==> config.mk <==
export PLATFORM = sky130hd
export DESIGN_NAME = trace_replay_engine
export DESIGN_NICKNAME = d
export VERILOG_FILES = /design/src/rtl/trace_replay_engine.sv
export SDC_FILE = /design/constraint.sdc
export NUM_CORES = 1
export LEC_CHECK = 0
export BUFFER_PORTS_ARGS = -buffer_cell sky130_fd_sc_hd__buf_2
export CORE_ASPECT_RATIO = 0.6
export CORE_MARGIN = 8
export CORE_UTILIZATION = 56
export CTS_BUF_LIST = sky130_fd_sc_hd__clkbuf_4 sky130_fd_sc_hd__clkbuf_8
export DETAILED_ROUTE_END_ITERATION = 6
export HOLD_SLACK_MARGIN = 0.05
export PLACE_DENSITY = 0.87
export SLEW_MARGIN = 40
export SYNTH_ARGS = -nofsm -noshare
export SYNTH_HDL_FRONTEND = slang
export SYNTH_SLANG_ARGS = --single-unit
export TNS_END_PERCENT = 30
==> constraint.sdc <==
create_clock -name clock -period 3.9 [get_ports clock]
set_input_delay 0.78 -clock clock [delete_from_list [all_inputs] [get_ports clock]]
set_output_delay 0.78 -clock clock [all_outputs]
set_load 0.02 [all_outputs]
==> src/rtl/trace_replay_engine.sv <==
// Trace replay engine: streams addresses from a synchronous trace memory
// into a cache front end one blocking access at a time, with hit/miss stats.
module trace_replay_engine #(
    parameter int ADDR_W = 32,
    parameter int IDX_W  = 19,
    parameter int CNT_W  = 32
) (
    input  logic              clock,
    input  logic              reset,
    input  logic              start,
    input  logic              abort,
    input  logic              loop_en,
    input  logic [IDX_W:0]    trace_len,
    output logic [IDX_W-1:0]  mem_raddr,
    input  logic [ADDR_W-1:0] mem_rdata,
    output logic              req_valid,
    output logic [ADDR_W-1:0] req_addr,
    input  logic              req_ready,
    input  logic              resp_valid,
    input  logic              resp_hit,
    output logic              busy,
    output logic              done,
    output logic [CNT_W-1:0]  issued_cnt,
    output logic [CNT_W-1:0]  hit_cnt,
    output logic [CNT_W-1:0]  miss_cnt,
    output logic [CNT_W-1:0]  pass_cnt
);

    typedef enum logic [2:0] {
        S_IDLE, S_FETCH, S_LOAD, S_ISSUE, S_RESP, S_DONE
    } state_t;

    localparam logic [CNT_W-1:0] CNT_ONE = 1;
    localparam logic [IDX_W-1:0] IDX_ONE = 1;
    localparam logic [IDX_W:0]   LEN_ONE = 1;

    state_t             state;
    state_t             state_nx;
    logic [IDX_W-1:0]   idx;
    logic [IDX_W:0]     len_r;
    logic               loop_r;
    logic               abort_pend;
    logic               go;
    logic               xfer;
    logic               rsp;
    logic               last;

    function automatic logic [CNT_W-1:0] sat_inc(input logic [CNT_W-1:0] c);
        return (&c) ? c : c + CNT_ONE;
    endfunction

    // abort beats start only once a run has finished
    assign go   = (state == S_IDLE && start) ||
                  (state == S_DONE && start && !abort);
    assign xfer = (state == S_ISSUE) && req_ready;
    assign rsp  = (state == S_RESP) && resp_valid;
    assign last = ({1'b0, idx} == len_r - LEN_ONE);

    assign mem_raddr = idx;

    always_ff @(posedge clock) begin
        if (reset) state <= S_IDLE;
        else       state <= state_nx;
    end

    always_comb begin
        state_nx = state;
        unique case (state)
            S_IDLE, S_DONE: begin
                if (go)
                    state_nx = (trace_len == '0) ? S_DONE : S_FETCH;
            end
            S_FETCH: state_nx = abort ? S_DONE : S_LOAD;
            S_LOAD:  state_nx = abort ? S_DONE : S_ISSUE;
            S_ISSUE: begin
                if (req_ready)  state_nx = S_RESP;
                else if (abort) state_nx = S_DONE;
            end
            S_RESP: begin
                // an outstanding access is always drained before stopping
                if (resp_valid) begin
                    if (abort || abort_pend || (last && !loop_r))
                        state_nx = S_DONE;
                    else
                        state_nx = S_FETCH;
                end
            end
            default: state_nx = S_IDLE;
        endcase
    end

    always_comb begin
        req_valid = (state == S_ISSUE);
        busy      = !(state == S_IDLE || state == S_DONE);
        done      = (state == S_DONE);
    end

    always_ff @(posedge clock) begin
        if (reset) begin
            idx        <= '0;
            len_r      <= '0;
            loop_r     <= 1'b0;
            abort_pend <= 1'b0;
            req_addr   <= '0;
            issued_cnt <= '0;
            hit_cnt    <= '0;
            miss_cnt   <= '0;
            pass_cnt   <= '0;
        end else begin
            if (go) begin
                len_r      <= trace_len;
                loop_r     <= loop_en;
                idx        <= '0;
                abort_pend <= 1'b0;
                issued_cnt <= '0;
                hit_cnt    <= '0;
                miss_cnt   <= '0;
                pass_cnt   <= '0;
            end
            if (state == S_LOAD)
                req_addr <= mem_rdata;
            if (xfer)
                issued_cnt <= sat_inc(issued_cnt);
            if ((xfer || state == S_RESP) && abort)
                abort_pend <= 1'b1;
            if (rsp) begin
                abort_pend <= 1'b0;
                if (resp_hit) hit_cnt  <= sat_inc(hit_cnt);
                else          miss_cnt <= sat_inc(miss_cnt);
                if (last) begin
                    pass_cnt <= sat_inc(pass_cnt);
                    idx      <= '0;
                end else begin
                    idx <= idx + IDX_ONE;
                end
            end
        end
    end

endmodule

## Word-level counts from Yosys, hierarchy flattened

Index checks and enable logic that the tools add are counted.

- $add $sub $neg: 6
- Equal/unequal tests: 13
- Mux-type cells: 29
- Reduce and logical (&&, ||, !) cells: 28

Operator list:

| kind | count |
|---|---|
| $mux 32 | 15 |
| $add 32x1->32 const B | 4 |
| $reduce_and 32->1 | 4 |
| $mux 19 | 3 |
| $mux 3 | 8 |
| $eq 19x20->1 | 1 |
| $logic_not 20->1 | 1 |
| $sub 20x1->20 const B | 1 |
| $add 19x1->19 const B | 1 |
| $pmux 3 s5 | 1 |
| $ne 3x3->1 const B | 3 |
| $logic_and 1x1->1 | 7 |
| $eq 3x2->1 const B | 2 |
| $eq 3x3->1 const B | 2 |
| $ne 2x2->1 const B | 3 |
| $reduce_bool 2->1 | 3 |
| $logic_or 1x1->1 | 5 |
| $reduce_or 2->1 | 2 |
| $eq 3x1->1 const B | 1 |
| $logic_not 1->1 | 3 |
| $logic_not 3->1 | 1 |
| $ne 3x2->1 const B | 1 |
| $reduce_and 3->1 | 1 |
| $mux 1 | 2 |
| $reduce_and 2->1 | 1 |

- Logic and storage cells: 86
- Output and inout port bits: 182
- Bits of input ports: 60
- Register bits: 204

## Longest topological paths before layout

Gate-level depths: netlist of the first run.

- Depth after elaboration: 7
- Mapped depth: 12
- Gate-level depth less buffers: 10

## Worst setup path before layout of the first run

Ideal clock, no wire load.

- Path kind: reg-to-reg
- Start: reg len_r[0]
- End: reg state[2]
- Slack: 0.772 ns
- Stages on the path, launching flop included: 12
- Data required time: 3.830 ns
- Library setup time: 0.070 ns
- Period minus slack after synthesis: 3.128 ns
- Path buffers: 1
- Arrival: 3.058 ns
- Cell sequence: dfxtp_1 inv_1 ha_1 or4b_2 nor4_2 mux2_2 mux2i_1 a21oi_2 or2_1 buf_6 or4b_1 a21oi_1

- Cells in the longest elaborated chain, start to end: 7

Ends and longest elaborated chain:

| what | line | text |
|---|---|---|
| start, declared | 40 | `logic [IDX_W:0] len_r;` |
| start signal, assigned | 111 | `len_r <= trace_len;` |
| $sub 20x1->20 | 57 | `assign last = ({1'b0, idx} == len_r - LEN_ONE);` |
| $eq 19x20->1 | 57 |  |
| $logic_and 1x1->1 | 82 | `if (abort \|\| abort_pend \|\| (last && !loop_r))` |
| $logic_or 1x1->1 | 82 |  |
| $mux 3 | 82 |  |
| $mux 3 | 81 | `if (resp_valid) begin` |
| $pmux 3 s5 | 68 | `unique case (state)` |
| end signal, assigned | 63 | `else state <= state_nx;` |
| end, declared | 37 | `state_t state;` |

No other way between the ends. The select of a mux whose other input is x is not followed.
A chain may end at the register's enable or synchronous reset.

## Worst setup path in the final report of the first run

Same ends and word-level chain as after synthesis.

==> impl_metrics.env, run 1 <==
export IMPL_final_common_cell="buf_2"
export IMPL_start_util_pct=56.8
export IMPL_final_max_slew_violation_count=0
export IMPL_synthesis_nets=1362
export IMPL_hold_end="req_addr[15]"
export IMPL_ys_flop_type="dfxtp_1"
export IMPL_grt_setup_unrepaired="no"
export IMPL_dr_max_layer_used="met5"
export IMPL_dr_wl_met3_um=3770
export IMPL_num_rows=38
export IMPL_synth_edff_count=0
export IMPL_vias=10853
export IMPL_rr_worst_depth=10
export IMPL_maxCapViolCount=0
export IMPL_clockRootBuffer="clkbuf_8"
export IMPL_fp_dieH_um=121
export IMPL_drive_above_1_share_pct=24.2
export IMPL_grt_pass1_vias=9665
export IMPL_worstMarginPinSlew_ns=0.793
export IMPL_fin_skew_ns=0.0181
export IMPL_synth_seq_cells=204
export IMPL_grt_pass1_wl_um=50100
export IMPL_synth_area_um2=10200
export IMPL_grt_max_degree=84
export IMPL_cts_buffers=31
export IMPL_worstSetupPathType="register to register"
export IMPL_ant_nets=0
export IMPL_drtIter0Drc=1241
export IMPL_post_drt_wl_per_cell_um=17.7
export IMPL_peakVddDrop_uv=349
export IMPL_final_cell_mix="240 x buf_2, 228 x nand2_1, 204 x dfxtp_1"
export IMPL_crit_required_ns=4.40
export IMPL_cp_max_fo=10
export IMPL_antenna_found_initial=1
export IMPL_dieArea_um2=22900
export IMPL_ys_seq_area_share_pct=40.0
export IMPL_min_delay_start="req_addr[15]"
export IMPL_syn_to_final_growth_pct=20.7
export IMPL_hold_viol=0
export IMPL_wl_met2_um=13500
export IMPL_leakage_nw=5.15
export IMPL_die_w_um=190
export IMPL_tns_ns=0
export IMPL_gp_congestion=0.967
export IMPL_hold_depth=2
export IMPL_nFillCells=1522
export IMPL_overflow=0
export IMPL_final_area_um2=12300
export IMPL_endpoint_kind="register"
export IMPL_fp_coreArea_um2=18000
export IMPL_crit_arrival_ns=3.95
export IMPL_setup_slack_ns=0.450
export IMPL_cts_buffer_depth=3
export IMPL_cts_hold_buf=0
export IMPL_dpl_hpwl_um=22800
export IMPL_outcome="completed"
export IMPL_r2r_start="len_r[0]"
export IMPL_postLayoutCoreUtil_pct=68.5
export IMPL_cts_tree="yes"
export IMPL_drt_vias_per_instance=6.07
export IMPL_avgSynthCellArea_um2=7.88
export IMPL_hold_class="register to register"
export IMPL_place_ws_ns=0.505
export IMPL_synth_top_area_share_pct=40.0
export IMPL_io_buffers=241
export IMPL_syn_inst=1296
export IMPL_maxSlewHeadroom_pct=47.1
export IMPL_dr_pass1_iters=6
export IMPL_insertedDiodeCount=0
export IMPL_ctsResizeCount=0
export IMPL_wirelength_um=31600
export IMPL_fin_nets=1589
export IMPL_finalSetupViolCount=0
export IMPL_synthDistinctLibCells=77
export IMPL_route_detailed_drc=0
export IMPL_r2r_slack_ns=0.45
export IMPL_period_share_pct=88.5
export IMPL_synthArstFlopShare_pct=0
export IMPL_cts_sinks=204
export IMPL_start_kind="register"
export IMPL_synth_area_leaders="dfxtp_1 40%, nand2_1 8.4%, a21oi_1 6.1%"
export IMPL_post_cts_buffers=0
export IMPL_clk_latency_ns=0.56
export IMPL_yosysTopAreaCell="dfxtp_1"
export IMPL_placed_area_um2=11600
export IMPL_clock_fmax_mhz=290
export IMPL_yosysWarnings=0
export IMPL_track_usage_pct=25.7
export IMPL_power_density_nw_per_um2=479
export IMPL_htree_num_levels=1
export IMPL_regToRegEndpoint="state[2]"
export IMPL_m1WireLength_um=13700
export IMPL_layout_min_cycle_time_ns=3.45
export IMPL_clk_pin_slew_worst_paths_ns=0.07
export IMPL_pin_count=242
## cell usage after synthesis, drive strengths merged, types with 11 or more instances
library cell  number
nand2            228
dfxtp            204
a21oi            127
nor2             107
nand3             74
clkbuf            58
and3              43
nand4             42
o21ai             37
xnor2             28
nor3              26
nor4              22
a21o              19
or2               19
or3               19
xor2              17
a311oi            16
inv               14
o211ai            14
a31oi             12
and4              12
nor3b             12
o31ai             12
mux2i             11
## worst max path at each step
stage,slack [ns],to,cells past startpoint,start
after floorplan,0.77,state[2],11,len_r[0]
after global placement,0.63,state[2],10,len_r[0]
after detailed placement,0.50,state[2],10,len_r[0]
after CTS,0.49,state[2],10,len_r[0]
after global routing,0.22,state[2],10,len_r[0]
final,0.45,state[2],10,len_r[0]
## per-layer routing
| metal | vias up | GRT usage [%] |
|---|---|---|
| met4 | 2 | 5.79 |
| met1 | 5070 | 36.2 |
| met5 | - | 0 |
| met2 | 542 | 38.2 |
| li1 | 5179 | - |
| met3 | 60 | 7.99 |
## power by group
| part | internal, W | total, W | switching [W] |
|---|---|---|---|
| registers | 0.00221 | 0.00237 | 0.000159 |
| logic | 0.000560 | 0.00160 | 0.00104 |
| clock network | 0.00110 | 0.00194 | 0.000843 |
## cell type report
class	count	area, µm²	share of cell area (%)
inverter	14	52.6	0.427
clock buffer	51	639	5.19
timing repair buffer	261	1360	11.1
multi-input combinational	1011	5820	47.2
tap	240	300	2.44
sequential	204	4080	33.2
clock inverter	6	60.1	0.488
## cell families after synthesis
kind of cell / Yosys count / synth area share [%]
and+or+nand+nor: 647 / 32.0
AOI/OAI and AO/OA: 297 / 18.6
DFF: 204 / 40.0
buffers and inverters: 81 / 3.19
xor gates and xnor gates: 45 / 3.86
muxes: 15 / 1.52
adders and majority gates: 7 / 0.834
## state kept, by name (all words and copies together), names as in the netlist
register and count:
loop_r 1, req_addr 32, abort_pend 1, len_r 20, hit_cnt 32, miss_cnt 32
state 3, pass_cnt 32, mem_raddr 19, issued_cnt 32
## critical path, stage by stage (launching register included)
cell and delay [ns]:
dfxtp_1 0.37, inv_1 0.08, ha_1 0.27, nor3b_1 0.66
nand3_1 0.15, a2111oi_0 0.37, and4bb_2 0.28, nand4_2 0.17
or2_1 0.40, or4b_1 0.50, a21oi_1 0.14
## stage by stage
stage	power (W)	hold slack, ns	cells
floorplan	0.00352	0.431	1296
global placement	0.00391	0.439	1730
detailed placement	0.00397	0.445	1730
CTS	0.00590	0.425	1787
global route	0.00619	0.431	1787
finish	0.00591	0.455	1787
Power figures use the tool's default switching activity.
==> inputs of run 2 (changes only) <==
Settings changed: ABC_AREA set to 0, CORE_MARGIN 8 to 5, GPL_ROUTABILITY_DRIVEN set to 0.
==> run 2 against run 1 <==
Effect of this change:
- final area fell by 0.86%
- worst hold slack improved by 0.00076 ns
- worst setup slack gained 0.0014 ns
- count of clock-buffer cells in the layout shrank 5
- die area is 8.0% lower
- register-to-register slack about the same
- routed wire length down 2.9%
- sequential share of layout area rose by 0.29 points
- sequential power hardly changed
- non-clock buffer count is the same
- power shrank 4.0%
- critical path depth stayed put
==> impl_metrics.env, run 2 (synthesis gave the netlist of run 1 again) <==
export IMPL_outcome="completed"
export IMPL_vias=10859
export IMPL_clockRootBuffer="clkbuf_8"
export IMPL_fp_coreArea_um2=18000
export IMPL_clk_pin_slew_worst_paths_ns=0.07
export IMPL_cts_buffers=30
export IMPL_fin_skew_ns=0.0197
export IMPL_fp_dieH_um=115
export IMPL_fin_nets=1588
export IMPL_grt_setup_unrepaired="no"
export IMPL_dpl_hpwl_um=22200
export IMPL_start_util_pct=56.8
export IMPL_final_max_slew_violation_count=0
export IMPL_dr_pass1_iters=5
export IMPL_cts_buffer_depth=3
export IMPL_sw_frac_of_total_pct=35.1
export IMPL_period_share_pct=88.4
export IMPL_track_usage_pct=27.5
export IMPL_place_ws_ns=0.473
export IMPL_hold_class="primary input to register"
export IMPL_post_cts_buffers=0
export IMPL_seqPwrFrac_pct=41.7
export IMPL_crit_required_ns=4.40
export IMPL_ctsResizeCount=0
export IMPL_endpoint_kind="register"
export IMPL_syn_to_final_growth_pct=19.6
export IMPL_drive_above_1_share_pct=23.8
export IMPL_dieArea_um2=21100
export IMPL_final_cell_mix="240 x buf_2, 228 x nand2_1, 204 x dfxtp_1"
export IMPL_layout_min_cycle_time_ns=3.45
export IMPL_maxCapViolCount=0
export IMPL_r2r_slack_ns=0.45
export IMPL_p_int_w=0.00368
export IMPL_peakVddDrop_uv=345
export IMPL_finalSetupViolCount=0
export IMPL_grt_max_degree=82
export IMPL_pin_count=242
export IMPL_start_kind="register"
export IMPL_post_drt_wl_per_cell_um=17.3
export IMPL_setup_slack_ns=0.452
export IMPL_cts_sinks=204
export IMPL_drt_vias_per_instance=6.10
export IMPL_io_buffers=241
export IMPL_clk_latency_ns=0.57
export IMPL_clkPwrFrac_pct=30.4
export IMPL_drtIter0Drc=1249
export IMPL_leakage_nw=5.10
export IMPL_grt_pass1_wl_um=48900
export IMPL_clock_fmax_mhz=290
export IMPL_die_w_um=184
export IMPL_power_switching_w=0.00199
export IMPL_total_power_w=0.00567
export IMPL_htree_num_levels=1
export IMPL_placed_area_um2=11600
export IMPL_hold_viol=0
export IMPL_tns_ns=0
export IMPL_antenna_found_initial=1
export IMPL_power_density_nw_per_um2=464
export IMPL_worstMarginPinSlew_ns=0.833
export IMPL_route_detailed_drc=0
export IMPL_worstSetupPathType="register to register"
export IMPL_num_rows=38
export IMPL_wirelength_um=30700
export IMPL_p_comb_share_pct=27.9
export IMPL_cp_max_fo=10
export IMPL_final_common_cell="buf_2"
export IMPL_crit_arrival_ns=3.95
export IMPL_insertedDiodeCount=0
export IMPL_overflow=0
export IMPL_cts_hold_buf=0
export IMPL_final_area_um2=12200
export IMPL_whs_ns=0.455
export IMPL_cts_tree="yes"
export IMPL_maxSlewHeadroom_pct=44.4
export IMPL_ant_nets=0
export IMPL_grt_pass1_vias=9732
run 2: cell types whose count changed in the layout (fill, tap and decap cells not counted), sizes merged:
cell | previous run | this run
clkinvlp | 2 | 0
bufinv | 1 | 0
inv | 14 | 15
clkinv | 3 | 2
clkbuf | 51 | 46
run 2: layout make-up:
| class | count | area [µm²] |
|---|---|---|
| multi-input combinational | 1011 | 5820 |
| fill | 1530 | 5760 |
| sequential | 204 | 4080 |
| timing repair buffer | 261 | 1380 |
| clock buffer | 46 | 564 |
| tap | 240 | 300 |
| inverter | 14 | 52.6 |
| clock inverter | 3 | 18.8 |
run 2: stage by stage:
step	utilization, %	std cells
CTS	67.9	1779
global placement	64.7	1730
floorplan	-	1296
finish	68.0	1779
global route	68.0	1779
detailed placement	64.7	1730
run 2: final timing paths:
check	endpoint	cells after the start	startpoint
worst max register to register	state[2]	10	len_r[0]
worst min-delay path	req_addr[6]	3	mem_rdata[6]
worst max-delay path	state[2]	10	len_r[0]
worst min register to register	req_addr[31]	2	req_addr[31]
run 2: metal layers:
| layer | wire length (µm) | track usage, % | up-vias | share of wire, % |
|---|---|---|---|---|
| li1 | - | - | 5155 | - |
| met2 | 13200 | 41.2 | 559 | 43 |
| met3 | 3280 | 6.73 | 70 | 11 |
| met1 | 13500 | 39.9 | 5073 | 44 |
| met5 | 13 | 0 | - | 0.042 |
| met4 | 684 | 6.70 | 2 | 2.2 |
run 2: worst max-delay path, stage by stage, from the launching register on:
cell,delay (ns)
dfxtp_1,0.37
inv_1,0.08
ha_1,0.25
or4b_2,0.62
nor4_2,0.34
mux2_2,0.39
mux2i_1,0.16
a21oi_2,0.13
or2_1,0.40
or4b_1,0.52
a21oi_1,0.14
run 2: power groups by stage:
stage / combinational [W] / sequential, W / clock (W)
finish: 0.00158 / 0.00237 / 0.00172
global route: 0.00173 / 0.00239 / 0.00186
CTS: 0.00156 / 0.00236 / 0.00175
detailed placement: 0.00155 / 0.00241 / 0
global placement: 0.00152 / 0.00239 / 0
floorplan: 0.00111 / 0.00241 / 0
